## src/rtl/filter_pkg.sv

```systemverilog
// Shared definitions for the filter tank: tank-level encoding, debounce default
// and the float-pair decode used by the conditioner and reused by the controller.
package filter_pkg;

  typedef enum logic [1:0] {
    LEVEL_EMPTY = 2'd0,
    LEVEL_MID   = 2'd1,
    LEVEL_FULL  = 2'd2,
    LEVEL_FAULT = 2'd3
  } level_t;

  // 1 ms at 50 MHz
  localparam int DEFAULT_DEBOUNCE_CYCLES = 50000;

  // Map a debounced (full, empty) pair onto a tank level; both high is implausible.
  function automatic level_t decode_pair(input logic full_bit, input logic empty_bit);
    level_t lvl;
    case ({full_bit, empty_bit})
      2'b01:   lvl = LEVEL_EMPTY;
      2'b00:   lvl = LEVEL_MID;
      2'b10:   lvl = LEVEL_FULL;
      2'b11:   lvl = LEVEL_FAULT;
      default: lvl = LEVEL_FAULT;
    endcase
    return lvl;
  endfunction

endpackage

```

## src/rtl/bit_debouncer.sv

```systemverilog
// One float switch: 2-flop synchroniser followed by a stability counter.
// The clean bit only follows the synchronised bit after it has disagreed
// for DEBOUNCE_CYCLES consecutive cycles; any agreeing cycle restarts the count.
module bit_debouncer #(
  parameter int DEBOUNCE_CYCLES = filter_pkg::DEFAULT_DEBOUNCE_CYCLES,
  parameter int CNT_W           = $clog2(DEBOUNCE_CYCLES + 1)
) (
  input  logic clk,
  input  logic rst_n,
  input  logic raw_in,
  output logic clean_out
);

  localparam logic [CNT_W-1:0] CNT_LAST = CNT_W'(DEBOUNCE_CYCLES - 1);
  localparam logic [CNT_W-1:0] CNT_ONE  = CNT_W'(1);
  localparam logic [CNT_W-1:0] CNT_ZERO = CNT_W'(0);

  logic             sync1_r;
  logic             sync2_r;
  logic             clean_r;
  logic [CNT_W-1:0] cnt_r;

  // Bring the asynchronous switch into the clk domain.
  always_ff @(posedge clk or negedge rst_n) begin
    if (!rst_n) begin
      sync1_r <= 1'b0;
      sync2_r <= 1'b0;
    end else begin
      sync1_r <= raw_in;
      sync2_r <= sync1_r;
    end
  end

  // Count consecutive disagreeing cycles; commit the new value on the last one.
  always_ff @(posedge clk or negedge rst_n) begin
    if (!rst_n) begin
      clean_r <= 1'b0;
      cnt_r   <= CNT_ZERO;
    end else if (sync2_r == clean_r) begin
      cnt_r   <= CNT_ZERO;
    end else if (cnt_r == CNT_LAST) begin
      clean_r <= sync2_r;
      cnt_r   <= CNT_ZERO;
    end else begin
      cnt_r   <= cnt_r + CNT_ONE;
    end
  end

  assign clean_out = clean_r;

endmodule

```

## src/rtl/float_conditioner.sv

```systemverilog
// Float-switch conditioner: debounces the top and bottom float switches,
// tracks the tank level, and traps implausible readings in a sticky FAULT
// state that is left only on an explicit clear once the readings are sane.
module float_conditioner
  import filter_pkg::*;
#(
  parameter int DEBOUNCE_CYCLES = DEFAULT_DEBOUNCE_CYCLES,
  parameter int CNT_W           = $clog2(DEBOUNCE_CYCLES + 1)
) (
  input  logic       clk,
  input  logic       rst_n,
  input  logic       float_full_raw_in,
  input  logic       float_empty_raw_in,
  input  logic       fault_clear_in,
  output logic       float_full_out,
  output logic       float_empty_out,
  output logic [1:0] level_out,
  output logic       level_change_pulse,
  output logic       fault_out
);

  logic   full_db_s;
  logic   empty_db_s;
  level_t decoded_s;
  level_t next_s;
  level_t state_r;
  logic   full_r;
  logic   empty_r;
  logic   fault_r;
  logic   pulse_r;

  bit_debouncer #(
    .DEBOUNCE_CYCLES (DEBOUNCE_CYCLES),
    .CNT_W           (CNT_W)
  ) u_full_db (
    .clk       (clk),
    .rst_n     (rst_n),
    .raw_in    (float_full_raw_in),
    .clean_out (full_db_s)
  );

  bit_debouncer #(
    .DEBOUNCE_CYCLES (DEBOUNCE_CYCLES),
    .CNT_W           (CNT_W)
  ) u_empty_db (
    .clk       (clk),
    .rst_n     (rst_n),
    .raw_in    (float_empty_raw_in),
    .clean_out (empty_db_s)
  );

  // Next level: follow the decoded pair, but a jump straight between EMPTY
  // and FULL means both switches flipped at once, which is not physical.
  always_comb begin
    decoded_s = decode_pair(full_db_s, empty_db_s);
    next_s    = state_r;
    case (state_r)
      LEVEL_MID: begin
        next_s = decoded_s;
      end
      LEVEL_EMPTY: begin
        if (decoded_s == LEVEL_FULL) begin
          next_s = LEVEL_FAULT;
        end else begin
          next_s = decoded_s;
        end
      end
      LEVEL_FULL: begin
        if (decoded_s == LEVEL_EMPTY) begin
          next_s = LEVEL_FAULT;
        end else begin
          next_s = decoded_s;
        end
      end
      LEVEL_FAULT: begin
        // Clear is honoured only when the pair is plausible; it is not latched.
        if (fault_clear_in && (decoded_s != LEVEL_FAULT)) begin
          next_s = decoded_s;
        end else begin
          next_s = LEVEL_FAULT;
        end
      end
      default: begin
        next_s = LEVEL_FAULT;
      end
    endcase
  end

  // Level state register; MID after reset so a sensor already at either end
  // is reached through a legal transition.
  always_ff @(posedge clk or negedge rst_n) begin
    if (!rst_n) begin
      state_r <= LEVEL_MID;
    end else begin
      state_r <= next_s;
    end
  end

  // Output registers, loaded from the next state so they move with level_out.
  always_ff @(posedge clk or negedge rst_n) begin
    if (!rst_n) begin
      full_r  <= 1'b0;
      empty_r <= 1'b0;
      fault_r <= 1'b0;
      pulse_r <= 1'b0;
    end else begin
      full_r  <= (next_s == LEVEL_FULL);
      empty_r <= (next_s == LEVEL_EMPTY);
      fault_r <= (next_s == LEVEL_FAULT);
      pulse_r <= (next_s != state_r);
    end
  end

  assign level_out          = state_r;
  assign float_full_out     = full_r;
  assign float_empty_out    = empty_r;
  assign fault_out          = fault_r;
  assign level_change_pulse = pulse_r;

endmodule

```

## config.mk

```make
export PLATFORM = sky130hd
export DESIGN_NAME = float_conditioner
export DESIGN_NICKNAME = d
export VERILOG_FILES = /design/src/rtl/filter_pkg.sv /design/src/rtl/bit_debouncer.sv /design/src/rtl/float_conditioner.sv
export SDC_FILE = /design/constraint.sdc
export NUM_CORES = 1
export LEC_CHECK = 0
export ABC_AREA = 1
export CAP_MARGIN = 10
export CORE_MARGIN = 3
export CORE_UTILIZATION = 53
export DETAILED_ROUTE_END_ITERATION = 8
export GPL_TIMING_DRIVEN = 0
export PLACE_DENSITY_LB_ADDON = 0.08
export SYNTH_ARGS = -nofsm -noshare
export SYNTH_HDL_FRONTEND = slang
export SYNTH_SLANG_ARGS = --single-unit
```

## constraint.sdc

```tcl
create_clock -name clk -period 1.22 [get_ports clk]
set_input_delay 0.122 -clock clk [delete_from_list [all_inputs] [get_ports clk]]
set_output_delay 0.122 -clock clk [all_outputs]
set_load 0.05 [all_outputs]
```

# == Word level (Yosys, flattened, before mapping) ==
# Cells that the tools add are included.
# totals
inputBits,5
wordCells,48
output_inout_bits,6
ff_bits,44
# op_classes
bitwise_logic,2
n_eq_ne,15
mux,9
add_sub_neg,2
reduce_logical,7
# ops
op,count
16-bit two-way mux,4
16-bit by 1-bit adder with 16-bit output (second input constant),2
16-bit == test (second input constant),2
2-bit one-hot mux with 4 select lines,2
2-bit == test (second input constant),7
2-bit logical NOT,4
2-bit two-way mux,3
2-bit by 1-bit == test with 1-bit output (second input constant),2
2-bit AND reduction,2
1-bit == test,2
2-bit inequality test,1
2-bit inequality test (second input constant),1
1-bit NOT,2
1-bit logical AND,1

# == Longest topological paths before layout ==
# depth
depth_word,7
mapped_depth,9
depth_no_buf,9

# == Modules after synthesis ==
# From an unflattened synthesis, not the netlist that was laid out.
# unflattened
hier_cells,284
hier_area_um2,2353.5
# by_module_without_submodules
module,area_per_inst_um2,cells_per_inst,seq_area_each_um2,instances
bit_debouncer at u_full_db,1029.7,122,475.5,1
bit_debouncer at u_empty_db,984.7,123,475.5,1
float_conditioner,339.1,39,151.4,1

# == Least setup slack after synthesis ==
# Ideal clock, no wire load.
# synth_timing
kind,flip-flop to flip-flop
from,reg state_r[1] (netlist: level_out[1])
to,reg pulse_r (netlist: level_change_pulse)
slack_ps,-155
t_required_ps,1093
n_path_buf,0
period_less_slack_ps,1375
t_arrival_ps,1248
setup_time_ps,127
stages_incl_launch_ff,8
path_cell_list,dfrtp_1 -> inv_1 -> nor3_1 -> nor2_1 -> nand2_1 -> inv_1 -> nand2_1 -> nand3_1
# synth_between
elab_chain_cells,3
word_cells_on_any_way,6
classes_between,eq/ne (4); mux (1); reduce/logical (1)
# synth_lines
item,line,text
"start, declared",float_conditioner.sv:26,level_t state_r;
"start signal, assigned",float_conditioner.sv:95,state_r <= next_s;
2-bit == test (tied with other cells),float_conditioner.sv:57,case (state_r)
2-bit one-hot mux with 4 select lines *,float_conditioner.sv:57,
net next_s[1],float_conditioner.sv:25,level_t next_s;
2-bit inequality test *,float_conditioner.sv:110,pulse_r <= (next_s != state_r);
"end signal, assigned",float_conditioner.sv:110,
"end, declared",float_conditioner.sv:30,logic pulse_r;
# Mark *: on every way through the listed nets, which the timed path passes. The rest lies on a longest branch.
# A chain may end at the register's enable or synchronous reset.

# == Final worst setup path ==
# layout_timing
from,reg u_empty_db.clean_r (netlist: u_empty_db.clean_out)
to,reg pulse_r (netlist: level_change_pulse)
# layout_between
elab_chain_cells,7
word_cells_on_any_way,14
classes_between,eq/ne (6); mux (5); reduce/logical (3)
# layout_lines
item,line,text
"start, declared",bit_debouncer.sv:20,logic clean_r;
"start signal, assigned",bit_debouncer.sv:42,clean_r <= sync2_r;
2-bit == test (tied with other cells),filter_pkg.sv:18,"case ({full_bit, empty_bit})"
2-bit one-hot mux with 4 select lines *,filter_pkg.sv:18,
2-bit inequality test,float_conditioner.sv:77,if (fault_clear_in && (decoded_s != LEVEL_FAULT)) begin
1-bit logical AND,float_conditioner.sv:77,
2-bit two-way mux,float_conditioner.sv:77,
2-bit one-hot mux with 4 select lines *,float_conditioner.sv:57,
2-bit inequality test *,float_conditioner.sv:110,
# Every way passes the cells marked *; elsewhere a longest branch is shown, timed or not.

==> PnR_summary.wiki <==
{| class="wikitable"
! Metric !! Value
|-
| Sort of element at the end of the critical path || register
|-
| Area growth, synth to finish || 39.0%
|-
| Minimum setup slack after placement || -340 ps
|-
| Count of vias placed by the detailed router || 2040
|-
| Share of Yosys cell area claimed by the top area cell type || 46.2%
|-
| Cell-by-cell trace of the critical path || buf_6 > ha_2 > inv_1 > nand3_2 > nand2_2 > nand3_2 > a21oi_2 > nand3_2
|-
| Proportion of layout cells with a drive suffix above 1 || 40.9%
|-
| Pin count of the biggest net entering global routing || 33
|-
| Die Y-Extent || just over 70 µm
|-
| Final Non-Filler Cells || 387
|-
| Total power per unit cell area || 894 nW/µm²
|-
| 1st-iter DRT viols || 100
|-
| Footprint of the multi-input gates || 1430 µm²
|-
| Largest stage delay on the critical path || approximately 460 ps
|-
| Result of the run || complete, but fails checks
|-
| Overflow left after global routing || 0
|-
| Sequential element share of the synthesized area || roughly 47%
|-
| Post-layout min period || 1440 ps
|-
| Relative max-transition margin || 76.3%
|-
| Post-synth EDFFs || 0
|-
| Worst Setup SP || u_empty_db.clean_out
|-
| Reported leakage power || 1.41 nW
|-
| Clock transition at the registers of the reported paths || 90 ps
|-
| Count of cell types in the netlist || 27
|-
| Number of global-route vias before repair || 1923
|-
| Leading register cell type out of synthesis || sky130_fd_sc_hd__dfrtp_1
|-
| Setup repair after global routing missed its margin || true
|-
| Master cell of the clock root buffer || sky130_fd_sc_hd__clkbuf_8
|-
| DIE WIDTH || 72.3 µm
|-
| Number of iterations in the first detailed-routing pass || 4
|-
| Total routing usage reported by global routing || between 20% and 30%
|-
| Fmax || 693 MHz
|-
| Count of port buffers added during placement || 10
|-
| Number of inserted diodes || 0
|-
| Total chip power || 2.90 mW
|-
| Number of nets with antenna violations after detailed routing || 0
|-
| Cells taking the most area after synthesis || sky130_fd_sc_hd__dfrtp_1 46%, sky130_fd_sc_hd__nand2_1 10%, sky130_fd_sc_hd__nor2_1 9.7%
|-
| Number of levels in the clock H-tree || 2
|-
| TritonCTS Buffers || 5
|-
| Wire length of the first global-routing pass || 8.63 mm
|-
| Worst reg2reg startpoint || u_empty_db.clean_out
|-
| Placed instance count || 350
|-
| Slowest cell on crit path || sky130_fd_sc_hd__dfrtp_2
|-
| Critical path data arrival time || 1620 ps
|-
| Worst-Skew Late Latency || 310 ps
|-
| Highest ir drop seen on vdd || 0.566 mV
|-
| Async set or reset register ratio after synthesis || 100%
|-
| Worst setup SP type || register
|-
| Routability congestion estimate || between 0.8 and 0.9
|-
| Worst Tran Pin Value || 355 ps
|-
| Commonest cells post-synth || 62 x sky130_fd_sc_hd__nand2_1, 60 x sky130_fd_sc_hd__nor2_1, 43 x sky130_fd_sc_hd__dfrtp_1, 33 x sky130_fd_sc_hd__inv_1, 19 x sky130_fd_sc_hd__nand3_1
|-
| Net count reported at finish || approximately 350
|-
| FP Rows || 23
|-
| Most repeated library cell on the critical path || sky130_fd_sc_hd__nand3_2
|-
| Reported max-cap violation count || 0
|-
| Data required time of the worst path || 1400 ps
|-
| Layout Skew || 6.70 ps
|-
| Post-DP HPWL || around 3.1 mm
|-
| Core area || roughly 4000 µm²
|-
| Initial Util || 56.6%
|-
| Number of failing setup endpoints in the final timing report || 34
|-
| Number of antenna violations at the first check in global routing || 0
|-
| Mapped cell area || 2330 µm²
|-
| Type of the setup path with the least slack || register to register
|-
| Final Max Slew Viols || 0
|-
| Post-route fraction of the period consumed by the critical path || 118%
|-
| Avg Synthesized Cell Area || 8.07 µm²
|-
| Area occupied by registers || roughly 1100 µm²
|-
| Clk buf depth || 2
|-
| Mean routed wirelength per cell || 14.6 µm
|-
| Failing checks || setup timing
|-
| Hold violation count in the final report || 0
|-
| DIE AREA || 5230 µm²
|-
| Net count after synthesis || 301
|-
| Worst hold slack after final layout || about 240 ps
|-
| Flops & latches, synth || 44
|-
| Drt drc || 0
|-
| Number of filler cells placed in the layout || 268
|-
| TritonCTS clock tree || yes
|-
| Post-DR vias/cell || between 5 and 6
|-
| Largest fanout on the critical path || 4
|-
| Number of I/O pins || 11
|-
| Total of warnings raised by yosys || 0
|-
| Worst hold-check path type || primary input to asynchronous set/reset pin
|-
| Gate count after technology mapping || 289
|-
| Number of sinks on the clock net || 44
|-
| Cell with the most instances after synthesis || sky130_fd_sc_hd__nand2_1
|-
| Setup slack of the critical path after layout || -223 ps
|-
| Final wirelength || about 5.6 mm
|-
| Cell type with the highest aggregate area in the netlist || sky130_fd_sc_hd__dfrtp_1
|}
area by class of cell:
cell class | count | share of cell area, %
tap | 50 | 1.93
timing repair buffer | 39 | 11.2
clock inverter | 2 | 1.20
multi-input combinational | 210 | 44.3
clock buffer | 6 | 2.55
inverter | 36 | 4.40
sequential | 44 | 34.4
layer usage:
layer | vias to the layer above | GRT usage [%] | share of wire (%)
li1 | 991 | - | -
met1 | 976 | 26.6 | 43
met2 | 56 | 34.6 | 49
met3 | 17 | 6.23 | 4.7
met4 | 0 | 8.56 | 3.0
met5 | - | 0 | 0
cells by family after synthesis:
kind of cell / share of synthesized area (%)
simple gates: 33.7
flops: 47.3
buf+inv: 5.90
compound gates: 4.94
xor+xnor: 4.46
fa+ha+maj: 3.76
timing repair:
| item | in CTS | in global routing |
|---|---|---|
| pin swaps | 19 | 14 |
| endpoints found under the setup margin | 42 | 40 |
| hold buffers | 1 | 0 |
| endpoints found under the hold margin | 12 | 0 |
| setup buffers | 12 | 15 |
| cloned | 1 | 0 |
| gates resized for setup | 70 | 46 |
report_power, final:
group	switching (mW)	total, mW	internal (mW)
logic	0.0989	0.182	0.0829
registers	0.0261	1.51	1.48
clock network	0.538	1.21	0.670
total	0.663	2.90	2.23
path summary, 6_finish.rpt:
path,endpoint,slack (ps),depth (start not counted)
hold / removal,u_empty_db.sync1_r,240,2
setup reg to reg,level_change_pulse,-220,8
setup / recovery,level_change_pulse,-220,8
hold reg to reg,u_empty_db.sync2_r,380,0
max in group asynchronous,level_out[0],440,3
min in group clk,u_full_db.sync1_r,240,1
metrics by stage:
step                cell area (µm²)  setup TNS (ps)  utilization [%]
detailed placement             2520           -4150             61.4
floorplan                      2350            -166                -
CTS                            2970           -1930             72.3
global placement               2510          -53510             61.0
finish                         3240           -3660             78.7
global route                   3240           -6120             78.7
flip-flops by register name, indices dropped and copies added (netlist names):
name	cells
u_full_db.sync2_r	1
float_full_out	1
u_full_db.sync1_r	1
level_change_pulse	1
u_full_db.clean_out	1
u_full_db.cnt_r	16
fault_out	1
level_out	2
u_empty_db.sync1_r	1
u_empty_db.sync2_r	1
u_empty_db.clean_out	1
u_empty_db.cnt_r	16
float_empty_out	1
worst max-delay path, delay by kind of cell (launching register included):
family | cells | cell delay, ps
AO/OA/AOI/OAI | 1 | 170
adder cells (fa/ha/maj) | 1 | 150
buffers and inverters | 2 | 190
flip-flops | 1 | 460
AND/OR/NAND/NOR | 4 | 330
cells in the final DEF (no fill, tap or decap), types with 6 or more instances in the layout:
master,instances
sky130_fd_sc_hd__nor2_1,48
sky130_fd_sc_hd__nand2_1,47
sky130_fd_sc_hd__dfrtp_1,36
sky130_fd_sc_hd__inv_1,26
sky130_fd_sc_hd__buf_4,21
sky130_fd_sc_hd__nand2_2,16
sky130_fd_sc_hd__nor2_4,13
sky130_fd_sc_hd__nor2_2,10
sky130_fd_sc_hd__nand3_1,10
sky130_fd_sc_hd__nand3_2,9
sky130_fd_sc_hd__inv_2,7
sky130_fd_sc_hd__dfrtp_2,7
sky130_fd_sc_hd__nand2_4,6
sky130_fd_sc_hd__xor2_1,6
sky130_fd_sc_hd__clkbuf_8,6
Power figures use the tool's default switching activity.
